**src/rtl/seq_mem_if.sv**
```systemverilog
// Bundle of the seq_mem control and status signals between the controller and the sequence store.
interface seq_mem_if #(
  parameter int PTR_W = 5
);
  logic             clr;
  logic             append;
  logic [1:0]       append_data;
  logic             rd_start;
  logic             rd_next;
  logic             cmp_valid;
  logic [1:0]       cmp_data;
  logic [1:0]       rd_data;
  logic             rd_last;
  logic [PTR_W:0]   len;
  logic             full;
  logic             match;
  logic             mismatch;
  logic             done;
  logic [PTR_W:0]   hiscore;

  modport master (
    output clr, append, append_data, rd_start, rd_next, cmp_valid, cmp_data,
    input  rd_data, rd_last, len, full, match, mismatch, done, hiscore
  );

  modport slave (
    input  clr, append, append_data, rd_start, rd_next, cmp_valid, cmp_data,
    output rd_data, rd_last, len, full, match, mismatch, done, hiscore
  );
endinterface

```
**src/rtl/seq_mem.sv**
```systemverilog
// Simon move-sequence store: append, playback and per-move compare of 2-bit moves.
// Optional high-score tracking is enabled with the SEQ_MEM_HISCORE_EN macro.
module seq_mem #(
  parameter int DEPTH = 32,
  parameter int PTR_W = 5
) (
  input  logic     clk_i,
  input  logic     rst_n_i,
  seq_mem_if.slave bus
);
  localparam logic [PTR_W:0] DepthC = (PTR_W+1)'(DEPTH);
  localparam logic [PTR_W:0] OneC   = (PTR_W+1)'(1);

  logic [1:0]       mem_q [DEPTH];
  logic [PTR_W-1:0] rp_q, rp_d;
  logic [PTR_W:0]   len_q, len_d;
  logic             match_q, match_d;
  logic             mismatch_q, mismatch_d;
  logic             done_q, done_d;
  logic             we_s, empty_s, full_s, last_s;
  logic [1:0]       cur_s;

  assign empty_s = (len_q == '0);
  assign full_s  = (len_q == DepthC);
  assign last_s  = !empty_s && ({1'b0, rp_q} == (len_q - OneC));
  assign cur_s   = mem_q[rp_q];
  assign we_s    = !bus.clr && bus.append && !full_s;

  // Next-state for length, read pointer and compare pulses.
  always_comb begin
    len_d      = len_q;
    rp_d       = rp_q;
    match_d    = 1'b0;
    mismatch_d = 1'b0;
    done_d     = 1'b0;
    if (bus.clr) begin
      len_d = '0;
      rp_d  = '0;
    end else begin
      if (we_s) begin
        len_d = len_q + OneC;
      end else begin
        len_d = len_q;
      end
      // Read side decisions use the pre-edge length, so a same-cycle append cannot move RD_LAST.
      if (bus.rd_start) begin
        rp_d = '0;
      end else if (bus.rd_next) begin
        if (!empty_s && !last_s) begin
          rp_d = rp_q + {{(PTR_W-1){1'b0}}, 1'b1};
        end else begin
          rp_d = rp_q;
        end
      end else if (bus.cmp_valid) begin
        if (empty_s) begin
          mismatch_d = 1'b1;
        end else if (bus.cmp_data == cur_s) begin
          match_d = 1'b1;
          if (last_s) begin
            done_d = 1'b1;
          end else begin
            rp_d = rp_q + {{(PTR_W-1){1'b0}}, 1'b1};
          end
        end else begin
          mismatch_d = 1'b1;
        end
      end else begin
        rp_d = rp_q;
      end
    end
  end

  // State and pulse registers.
  always_ff @(posedge clk_i or negedge rst_n_i) begin
    if (!rst_n_i) begin
      len_q      <= '0;
      rp_q       <= '0;
      match_q    <= 1'b0;
      mismatch_q <= 1'b0;
      done_q     <= 1'b0;
    end else begin
      len_q      <= len_d;
      rp_q       <= rp_d;
      match_q    <= match_d;
      mismatch_q <= mismatch_d;
      done_q     <= done_d;
    end
  end

  // Move storage; CLR leaves contents in place.
  always_ff @(posedge clk_i or negedge rst_n_i) begin
    if (!rst_n_i) begin
      for (int i = 0; i < DEPTH; i++) begin
        mem_q[i] <= 2'b00;
      end
    end else if (we_s) begin
      mem_q[len_q[PTR_W-1:0]] <= bus.append_data;
    end
  end

`ifdef SEQ_MEM_HISCORE_EN
  logic [PTR_W:0] hiscore_q, hiscore_d;

  // High score follows the largest length reached since reset.
  always_comb begin
    if (we_s && ((len_q + OneC) > hiscore_q)) begin
      hiscore_d = len_q + OneC;
    end else begin
      hiscore_d = hiscore_q;
    end
  end

  // High-score register, cleared only by reset.
  always_ff @(posedge clk_i or negedge rst_n_i) begin
    if (!rst_n_i) begin
      hiscore_q <= '0;
    end else begin
      hiscore_q <= hiscore_d;
    end
  end

  assign bus.hiscore = hiscore_q;
`else
  assign bus.hiscore = '0;
`endif

  assign bus.rd_data  = empty_s ? 2'b00 : cur_s;
  assign bus.rd_last  = last_s;
  assign bus.len      = len_q;
  assign bus.full     = full_s;
  assign bus.match    = match_q;
  assign bus.mismatch = mismatch_q;
  assign bus.done     = done_q;
endmodule

```
**src/flat_wrapper.sv**
```systemverilog
// flat-port wrapper written by rule: the top's interface ports become plain ports
module seq_mem_flat 
#(
  parameter int DEPTH = 32,
  parameter int PTR_W = 5
)
  (clk_i, rst_n_i, bus_clr, bus_append, bus_append_data, bus_rd_start, bus_rd_next, bus_cmp_valid, bus_cmp_data, bus_rd_data, bus_rd_last, bus_len, bus_full, bus_match, bus_mismatch, bus_done, bus_hiscore);
  seq_mem_if #(.PTR_W(PTR_W)) bus_i ();
  input  logic clk_i;
  input  logic rst_n_i;
  input wire logic [$bits(bus_i.clr)-1:0] bus_clr;
  input wire logic [$bits(bus_i.append)-1:0] bus_append;
  input wire logic [$bits(bus_i.append_data)-1:0] bus_append_data;
  input wire logic [$bits(bus_i.rd_start)-1:0] bus_rd_start;
  input wire logic [$bits(bus_i.rd_next)-1:0] bus_rd_next;
  input wire logic [$bits(bus_i.cmp_valid)-1:0] bus_cmp_valid;
  input wire logic [$bits(bus_i.cmp_data)-1:0] bus_cmp_data;
  output wire logic [$bits(bus_i.rd_data)-1:0] bus_rd_data;
  output wire logic [$bits(bus_i.rd_last)-1:0] bus_rd_last;
  output wire logic [$bits(bus_i.len)-1:0] bus_len;
  output wire logic [$bits(bus_i.full)-1:0] bus_full;
  output wire logic [$bits(bus_i.match)-1:0] bus_match;
  output wire logic [$bits(bus_i.mismatch)-1:0] bus_mismatch;
  output wire logic [$bits(bus_i.done)-1:0] bus_done;
  output wire logic [$bits(bus_i.hiscore)-1:0] bus_hiscore;
  assign bus_i.clr = bus_clr;
  assign bus_i.append = bus_append;
  assign bus_i.append_data = bus_append_data;
  assign bus_i.rd_start = bus_rd_start;
  assign bus_i.rd_next = bus_rd_next;
  assign bus_i.cmp_valid = bus_cmp_valid;
  assign bus_i.cmp_data = bus_cmp_data;
  assign bus_rd_data = bus_i.rd_data;
  assign bus_rd_last = bus_i.rd_last;
  assign bus_len = bus_i.len;
  assign bus_full = bus_i.full;
  assign bus_match = bus_i.match;
  assign bus_mismatch = bus_i.mismatch;
  assign bus_done = bus_i.done;
  assign bus_hiscore = bus_i.hiscore;
  seq_mem #(.DEPTH(DEPTH), .PTR_W(PTR_W)) u_core (.clk_i(clk_i), .rst_n_i(rst_n_i), .bus(bus_i));
endmodule
```
**config.mk**
```make
export PLATFORM = sky130hd
export DESIGN_NAME = seq_mem_flat
export DESIGN_NICKNAME = d
export VERILOG_FILES = /design/src/rtl/seq_mem_if.sv /design/src/rtl/seq_mem.sv /design/src/flat_wrapper.sv
export SDC_FILE = /design/constraint.sdc
export NUM_CORES = 1
export LEC_CHECK = 0
export CORE_MARGIN = 2
export CORE_UTILIZATION = 25
export DETAILED_ROUTE_END_ITERATION = 8
export PLACE_DENSITY_LB_ADDON = 0.05
export SLEW_MARGIN = 10
export SYNTH_ARGS = -nofsm -noshare
export SYNTH_HDL_FRONTEND = slang
export SYNTH_SLANG_ARGS = --single-unit
```
**constraint.sdc**
```tcl
create_clock -name clk_i -period 3.71 [get_ports clk_i]
set_clock_uncertainty 0.15 [all_clocks]
set_input_delay 0.371 -clock clk_i [delete_from_list [all_inputs] [get_ports clk_i]]
set_output_delay 0.371 -clock clk_i [all_outputs]
set_load 0.03 [all_outputs]
```
# Yosys cells after proc, flatten, opt, wreduce, memory -nomap -nowiden
# Index checks and enable logic that the tools add are counted.
op_classes:
  n_addsub: 3
  magnitude_cmp: 3
  eq_ne: 6
  mux: 36
  bitwise: 2
  n_reduce_logical: 14
op_table:
  columns: ["op", "n"]
  rows:
  - ["$bwmux 64", 1]
  - ["$mux 5", 8]
  - ["$mux 1", 19]
  - ["$ge 6x6->1 const B", 2]
  - ["$mux 6", 2]
  - ["$not 5->6", 2]
  - ["$bmux 2 s5", 1]
  - ["$demux 2 s5", 1]
  - ["$mux 2", 4]
  - ["$ne 4x4->1 const B", 2]
  - ["$reduce_bool 4->1", 2]
  - ["$add 6x1->6 const B", 1]
  - ["$eq 5x6->1", 1]
  - ["$eq 6x6->1 const B", 1]
  - ["$logic_not 6->1", 1]
  - ["$lt 6x1->1 const B", 1]
  - ["$sub 6x1->6 const B", 1]
  - ["$add 5x1->5 const B", 1]
  - ["$logic_and 1x1->1", 5]
  - ["$reduce_and 5->1", 1]
  - ["$logic_not 1->1", 4]
  - ["$ne 4x3->1 const B", 1]
  - ["$eq 2x2->1", 1]
  - ["$reduce_bool 2->1", 1]
totals:
  register_bits: 78
  out_inout_bits: 19

# Depth between registers and ports, before layout
# Gate-level depths: netlist of the first run.
depth:
  depth_word: 11
  mapped_depth: 12
  mapped_depth_nobuf: 11

# Worst setup path before layout of the first run
# Ideal clock, no wire load.
synth_timing:
  path_type: "reg-to-reg"
  from: "register u_core.len_q[0], in the netlist u_core.bus.len[0]"
  to: "register u_core.rp_q[0]"
  setup_time_ns: 0.118
  arrival_time_ns: 2.599
  required_time_ns: 3.442
  slack_ns: 0.843
  stages_incl_launch_ff: 11
  path_buffers: 1
  cell_sequence: "dfrtp_1 buf_6 or4_1 nand3_1 o311ai_1 a2111o_1 o21a_4 and4_4 a22oi_4 xor2_1 nor2_1"
synth_between:
  elab_chain_len: 7
  elab_cells_between_ends: 11
synth_rtl:
  columns: ["element", "line", "source"]
  rows:
  - ["start: declaration", "seq_mem.sv:16", "logic [PTR_W:0] len_q, len_d;"]
  - ["start signal: assignment", "seq_mem.sv:82", "len_q <= len_d;"]
  - ["$sub 6x1->6 / $logic_not 6->1 (equally long branches)", "seq_mem.sv:25, seq_mem.sv:23", null]
  - ["$eq 5x6->1 / $logic_not 1->1 (equally long branches)", "seq_mem.sv:25, seq_mem.sv:49", null]
  - ["$logic_and 1x1->1", "seq_mem.sv:25", "assign last_s = !empty_s && ({1'b0, rp_q} == (len_q - OneC));"]
  - ["$logic_not 1->1", "seq_mem.sv:49", "if (!empty_s && !last_s) begin"]
  - ["$logic_and 1x1->1", "seq_mem.sv:49", null]
  - ["$ne 4x3->1 (no source line)", null, null]
  - ["$reduce_and 5->1 (no source line) *", null, null]
  - ["end signal: assignment", "seq_mem.sv:83", "rp_q <= rp_d;"]
  - ["end: declaration", "seq_mem.sv:15", "logic [PTR_W-1:0] rp_q, rp_d;"]
# Every way passes the cells marked *; elsewhere a longest branch is shown, timed or not.
# A chain may end at the register's enable or synchronous reset.

# Final worst setup path of the first run
layout_timing:
  from: "register u_core.len_q[2], in the netlist u_core.bus.len[2]"
  to: "output bus_rd_data[0]"
layout_between:
  elab_chain_len: 2
layout_rtl:
  columns: ["element", "line", "source"]
  rows:
  - ["$logic_not 6->1", "seq_mem.sv:23", "assign empty_s = (len_q == '0);"]
  - ["$mux 2", "seq_mem.sv:127", "assign bus.rd_data = empty_s ? 2'b00 : cur_s;"]
  - ["end: declaration", "flat_wrapper.sv:18", "output wire logic [$bits(bus_i.rd_data)-1:0] bus_rd_data;"]
# Every way passes these cells.

==> qor.txt, run 1 <==
Clock Pin Slew Worst Setup and Hold Paths: 0.07 ns
Pin count of the biggest net entering global routing: 66
Min Clock Period, post-route: 3.45 ns
Status: complete, but fails checks
Multi-input logic area: 2190 um2
Clock share of power: 45.6%
Initial antenna violation count: 0
Total gr overflow: 0
Period utilization: 93.1%
Final wirelength: 12000 um
Max-cap violations: 0
Worst Path Arrival: 2.93 ns
CTS Hold Buffers Added: 0
Share of layout cells above drive strength 1: 24.9%
Overall power: 2.14 mW
Drt first pass iters: 4
Fillers: 1782
Core Footprint: 17100 um2
RSZ-0062 raised after global routing: false
Most common cell after layout, fill and taps aside: dfrtp_1
Cell-internal power: 1.61 mW
Comb power frac: 12.0%
Max Slew Vio Count: 0
IO Pins: 30
Post-detail-place hpwl: 8450 um
Number of flops mapped to enable cells by yosys: 0
DRC Markers: 0
N_diodes: 0
Via/cell ratio: 4.61
CTS H-Tree Depth: 3
Ys Warns: 0
Die height: 136 um
Synth-to-Final Area Change: 17.5%
Die width: 136 um
I/O Buffers: 23
Clock root cell: clkbuf_16
Total clock sinks: 78
Vias after detailed routing: 2947
Peak VDD IR: 191 uV
CP max FO: 11
Mapped Area: 4330 um2
Tot GR Track Use: 14.0%
Post-CTS Setup Inserts: 0
Nets: 427
Row count: 48
PD cells: 421 nW/um2
Fmax: 290 MHz
Psw: 0.533 mW
Worst min path class: primary input to asynchronous set/reset pin
Syn Inst Count: 388
Setup-failing EPs final: 0
Average size of a mapped cell: 11.2 um2
Distinct cells, synth: 57
Effective utilization at floorplan: 25.3%
Gpl congestion: 0.747
Relative slew slack: 24.1%
Fin Hold WS: -0.0143 ns
Required @ worst endpoint: 3.19 ns
Worst setup EP type: output pin
Wire length per cell: 18.8 um
Sw Ratio: 24.8%
Final Hold Fails: 11
Number of global-route vias before repair: 3056
Least-Margin Pin Slew: 1.13 ns
R2r setup slk: 0.56 ns
Cts repair resizes: 0
CP startpoint kind: register
Initial DRC Count: 130
Failing checks: hold timing
First-pass GRT wire length: 18700 um
Worst R2R End: u_core.rp_q[3]
Post-route ant nets: 0
Final setup margin: 0.257 ns
Setup CP Type: register to output pin
RR Startpoint: u_core.bus.len[2]
FF+latch area: 1950 um2
Async SR Flop Fraction: 100%
Lkg Pwr: 2.21 nW
Worst skew pair latency: 0.34 ns
Post-place setup slack: 0.561 ns
TNS Setup: 0 ns
Post-synthesis sequential area ratio: 45.1%
Dominant synthesized flop cell: dfrtp_1
Die ar.: 18400 um2
TritonCTS clock tree: done
R2R depth: 8
Most frequent cells in the layout: dfrtp_1 (78), mux2_2 (64), nor2_1 (37)
Yosys reg bits: 78
Maximum clock insertion buffer count: 2
Register share of total power: 42.3%
CTS Buf Count: 9
==> per-layer routing <==
layer	up-vias	part of all wire [%]	global-route usage, %
met5	-	0	0
met3	6	3.2	3.03
met4	0	1.2	4.69
met2	40	48	22.1
li1	1409	-	-
met1	1492	48	19.2
==> critical path, stage by stage, from the launching register on <==
cell             delay (ns)
dfrtp_1                0.49
buf_4                  0.24
nor3_1                 0.58
and3_1                 0.53
nor3_1                 0.12
clkdlybuf4s50_1        0.62
==> cells by family (layout without fill, tap and decap cells) <==
group | after synthesis | count (layout) | share of synthesized area, %
xor+xnor | 10 | 10 | 2.02
compound gates | 37 | 37 | 6.88
flops | 78 | 78 | 45.1
fa+ha+maj | 6 | 6 | 1.73
mux | 94 | 94 | 24.7
buf+inv | 34 | 55 | 4.77
other cells | 1 | 6 | 0.0866
simple gates | 128 | 128 | 14.7
==> worst max-delay path by stage <==
stage	cells after the start	slack (ns)	startpoint	to
global route	8	0.02	u_core.rp_q[0]	bus_rd_data[0]
floorplan	10	0.84	u_core.bus.len[0]	u_core.rp_q[0]
finish	5	0.26	u_core.bus.len[2]	bus_rd_data[0]
global placement	8	0.57	u_core.bus.len[2]	u_core.rp_q[3]
CTS	7	0.18	u_core.bus.len[0]	bus_rd_last
detailed placement	7	0.56	u_core.bus.len[0]	bus_rd_last
==> flip-flops by register name, summed over array words and instances, names as in the netlist <==
register	cells
u_core.bus.done	1
u_core.mem_q	64
u_core.bus.mismatch	1
u_core.bus.len	6
u_core.rp_q	5
u_core.bus.match	1
==> power groups by stage <==
stage / registers, mW / logic [mW] / clock network [mW]
4_1_cts: 0.908 / 0.262 / 1.02
3_5_place_dp: 0.923 / 0.261 / 0
2_1_floorplan: 0.918 / 0.177 / 0
5_1_grt: 0.912 / 0.281 / 1.05
6_report: 0.907 / 0.258 / 0.979
3_3_place_gp: 0.924 / 0.261 / 0
==> layout make-up <==
cell class                      count  share of cell area, %
Timing Repair Buffer               33                   6.20
Sequential cell                    78                   38.4
Clock buffer                       12                   5.04
Clock inverter                      3                   1.33
Inverter                            7                  0.516
Tap cell                          225                   5.53
Multi-Input combinational cell    281                   43.0
==> cells in the mapped netlist (3+ instances only) <==
cell type,instances,share of area (%)
o21ai_1,4,0.46
nor3b_1,3,0.52
mux4_2,4,2.1
nand3_1,9,1.0
clkbuf_1,11,0.95
a22oi_1,5,0.87
nand3b_1,5,0.87
and2_1,4,0.58
mux2i_1,26,6.0
a31oi_1,3,0.43
buf_6,5,1.3
inv_1,7,0.61
nand2b_1,4,0.58
and3_1,3,0.43
nand4_1,3,0.43
buf_2,3,0.35
nor3_1,7,0.81
or3_1,4,0.58
nand2_1,35,3.0
mux2_2,64,17
nor2_1,37,3.2
a21oi_1,6,0.69
xor2_1,7,1.4
dfrtp_1,78,45
ha_1,6,1.7
buf_4,7,1.2
xnor2_1,3,0.61
==> stage by stage <==
stage | area [um2] | instances | utilization (%)
2_1_floorplan | 4350 | 393 | -
3_3_place_gp | 4760 | 624 | 27.8
3_5_place_dp | 4760 | 624 | 27.8
4_1_cts | 5090 | 639 | 29.7
5_1_grt | 5090 | 639 | 29.7
6_report | 5090 | 639 | 29.7
Note: power is estimated with default switching activity, not from simulation.
==> run 2: changes to the inputs <==
CORE_UTILIZATION = 28   (was 25)
CTS_BUF_LIST = sky130_fd_sc_hd__clkbuf_8   (was default)
==> run 2 against run 1 <==
Net effect:
- sequential power increased by 0.6%
- highest routed layer unchanged
- the flow still finishes with violations (hold timing)
- global-route usage grew 1.6 points
- sequential share of layout area rose by 1.6 points
- first-iteration DRC count is 39% higher
- combinational power down 3%
==> qor.txt, run 2 (synthesized netlist as in run 1, its figures left out) <==
PD cells: 368 nW/um2
Number of global-route vias before repair: 3203
Overall power: 1.80 mW
Synth-to-Final Area Change: 12.9%
Period utilization: 94.6%
Uppermost layer routed: met4
Most flops, register: u_core.mem_q
Pin count of the biggest net entering global routing: 79
Met3 wire length: 460 um
Via/cell ratio: 4.94
Die height: 128 um
Initial antenna violation count: 0
Worst setup EP type: output pin
CP max FO: 10
Clock Pin Slew Worst Setup and Hold Paths: 0.09 ns
Setup-failing EPs final: 0
RSZ-0062 raised after global routing: false
Failing checks: hold timing
I/O Buffers: 23
Wire length per cell: 19.5 um
Clock root cell: clkbuf_8
Required @ worst endpoint: 3.19 ns
Status: complete, but fails checks
TritonCTS clock tree: done
Final wirelength: 11700 um
Worst skew pair latency: 0.38 ns
Routed length on met1: 5600 um
Setup CP Type: register to output pin
CTS Buf Count: 9
Final Hold Fails: 1
Total clock sinks: 78
Worst min path class: primary input to asynchronous set/reset pin
IO Pins: 30
First-pass GRT wire length: 19000 um
Tot GR Track Use: 15.6%
Least-Margin Pin Slew: 1.20 ns
Initial DRC Count: 181
Effective utilization at floorplan: 28.6%
TNS Setup: 0 ns
Gpl congestion: 0.758
Post-CTS Setup Inserts: 0
Post-detail-place hpwl: 8230 um
Most common cell after layout, fill and taps aside: dfrtp_1
Core Footprint: 15100 um2
Die ar.: 16500 um2
Vias after detailed routing: 2974
Lkg Pwr: 2.15 nW
Max reg flops: 64
Max-cap violations: 0
Relative slew slack: 19.9%
DRC Markers: 0
Nets: 426
Die width: 128 um
Row count: 45
N_diodes: 0
CTS H-Tree Depth: 3
Drt first pass iters: 5
Fin Hold WS: -0.00585 ns
Post-route ant nets: 0
CP startpoint kind: register
Fmax: 285 MHz
Max Slew Vio Count: 0
Peak VDD IR: 138 uV
Worst Path Arrival: 2.99 ns
Share of layout cells above drive strength 1: 24.9%
Maximum clock insertion buffer count: 2
Min Clock Period, post-route: 3.51 ns
Most frequent cells in the layout: dfrtp_1 (77), mux2_2 (64), nor2_1 (37)
Fillers: 1545
Met2 WL: 5490 um
Total gr overflow: 0
==> run 2: cell count changes in the layout (fill, tap and decap cells not counted) <==
cell and change:
buf_2 +1, inv_1 +3, clkinv_2 +2, clkbuf_1 -1, buf_4 -1, clkbuf_8 +7
bufinv_16 -1, dfrtp_2 +1, clkbuf_16 -9, dfrtp_1 -1, clkdlybuf4s50_1 -1
==> run 2: cell type report <==
cell class	count	area, um2	share of cell area [%]
clock buffer	9	124	2.53
clock inverter	7	58.8	1.20
inverter	7	26.3	0.537
multi-input combinational	281	2190	44.8
sequential	78	1950	39.9
tap	188	235	4.81
timing repair buffer	32	303	6.19
==> run 2: through the flow <==
stage               instances  setup WS (ns)  hold slack [ns]  util, %  instance area [um2]
floorplan                 393          0.843          -0.0746        -                 4350
global placement          586          0.518            0.336     31.1                 4710
global route              602         0.0363           0.0852     32.3                 4890
detailed placement        586          0.445            0.342     31.1                 4710
finish                    602          0.201         -0.00585     32.3                 4890
CTS                       602          0.106           0.0677     32.3                 4890
==> run 2: timing repair <==
action                                  CTS  global route
gates resized for setup                   0             1
hold buffers                              0             0
endpoints found under the setup margin    0             1
==> run 2: critical path, cell delays in order, from the launching register on <==
cell,delay [ns]
dfrtp_1,0.52
or4_1,0.57
nand3_1,0.10
o311ai_1,0.10
a2111o_1,0.49
nor2_1,0.14
clkdlybuf4s50_1,0.68
==> run 2: power by group <==
group	internal, mW	switching (mW)
combinational	0.103	0.148
sequential	0.882	0.0299
clock	0.302	0.334
total	1.29	0.512
==> run 2: worst paths after layout <==
check | to | start | slack, ns | cells after the start
hold / removal | u_core.bus.len[5] | rst_n_i | -0.006 | 1
hold reg to reg | u_core.mem_q[15] | u_core.mem_q[15] | 0.36 | 1
setup / recovery | bus_rd_last | u_core.bus.len[0] | 0.20 | 6
max in group asynchronous | u_core.rp_q[0] | rst_n_i | 2.64 | 1
setup reg to reg | u_core.rp_q[3] | u_core.bus.len[2] | 0.62 | 8
min in group clk_i | u_core.mem_q[15] | u_core.mem_q[15] | 0.36 | 1
==> run 2: routing by layer <==
metal  GRT usage (%)  vias up
met5               0        -
met4            5.43        0
met3            3.20       14
met2            25.6       55
met1            20.6     1499
li1                -     1406
==> run 3: changes to the inputs <==
GPL_ROUTABILITY_DRIVEN = 0   (was default)
==> results of run 3 <==
Final layout, timing and power as in run 2 (identical DEF).
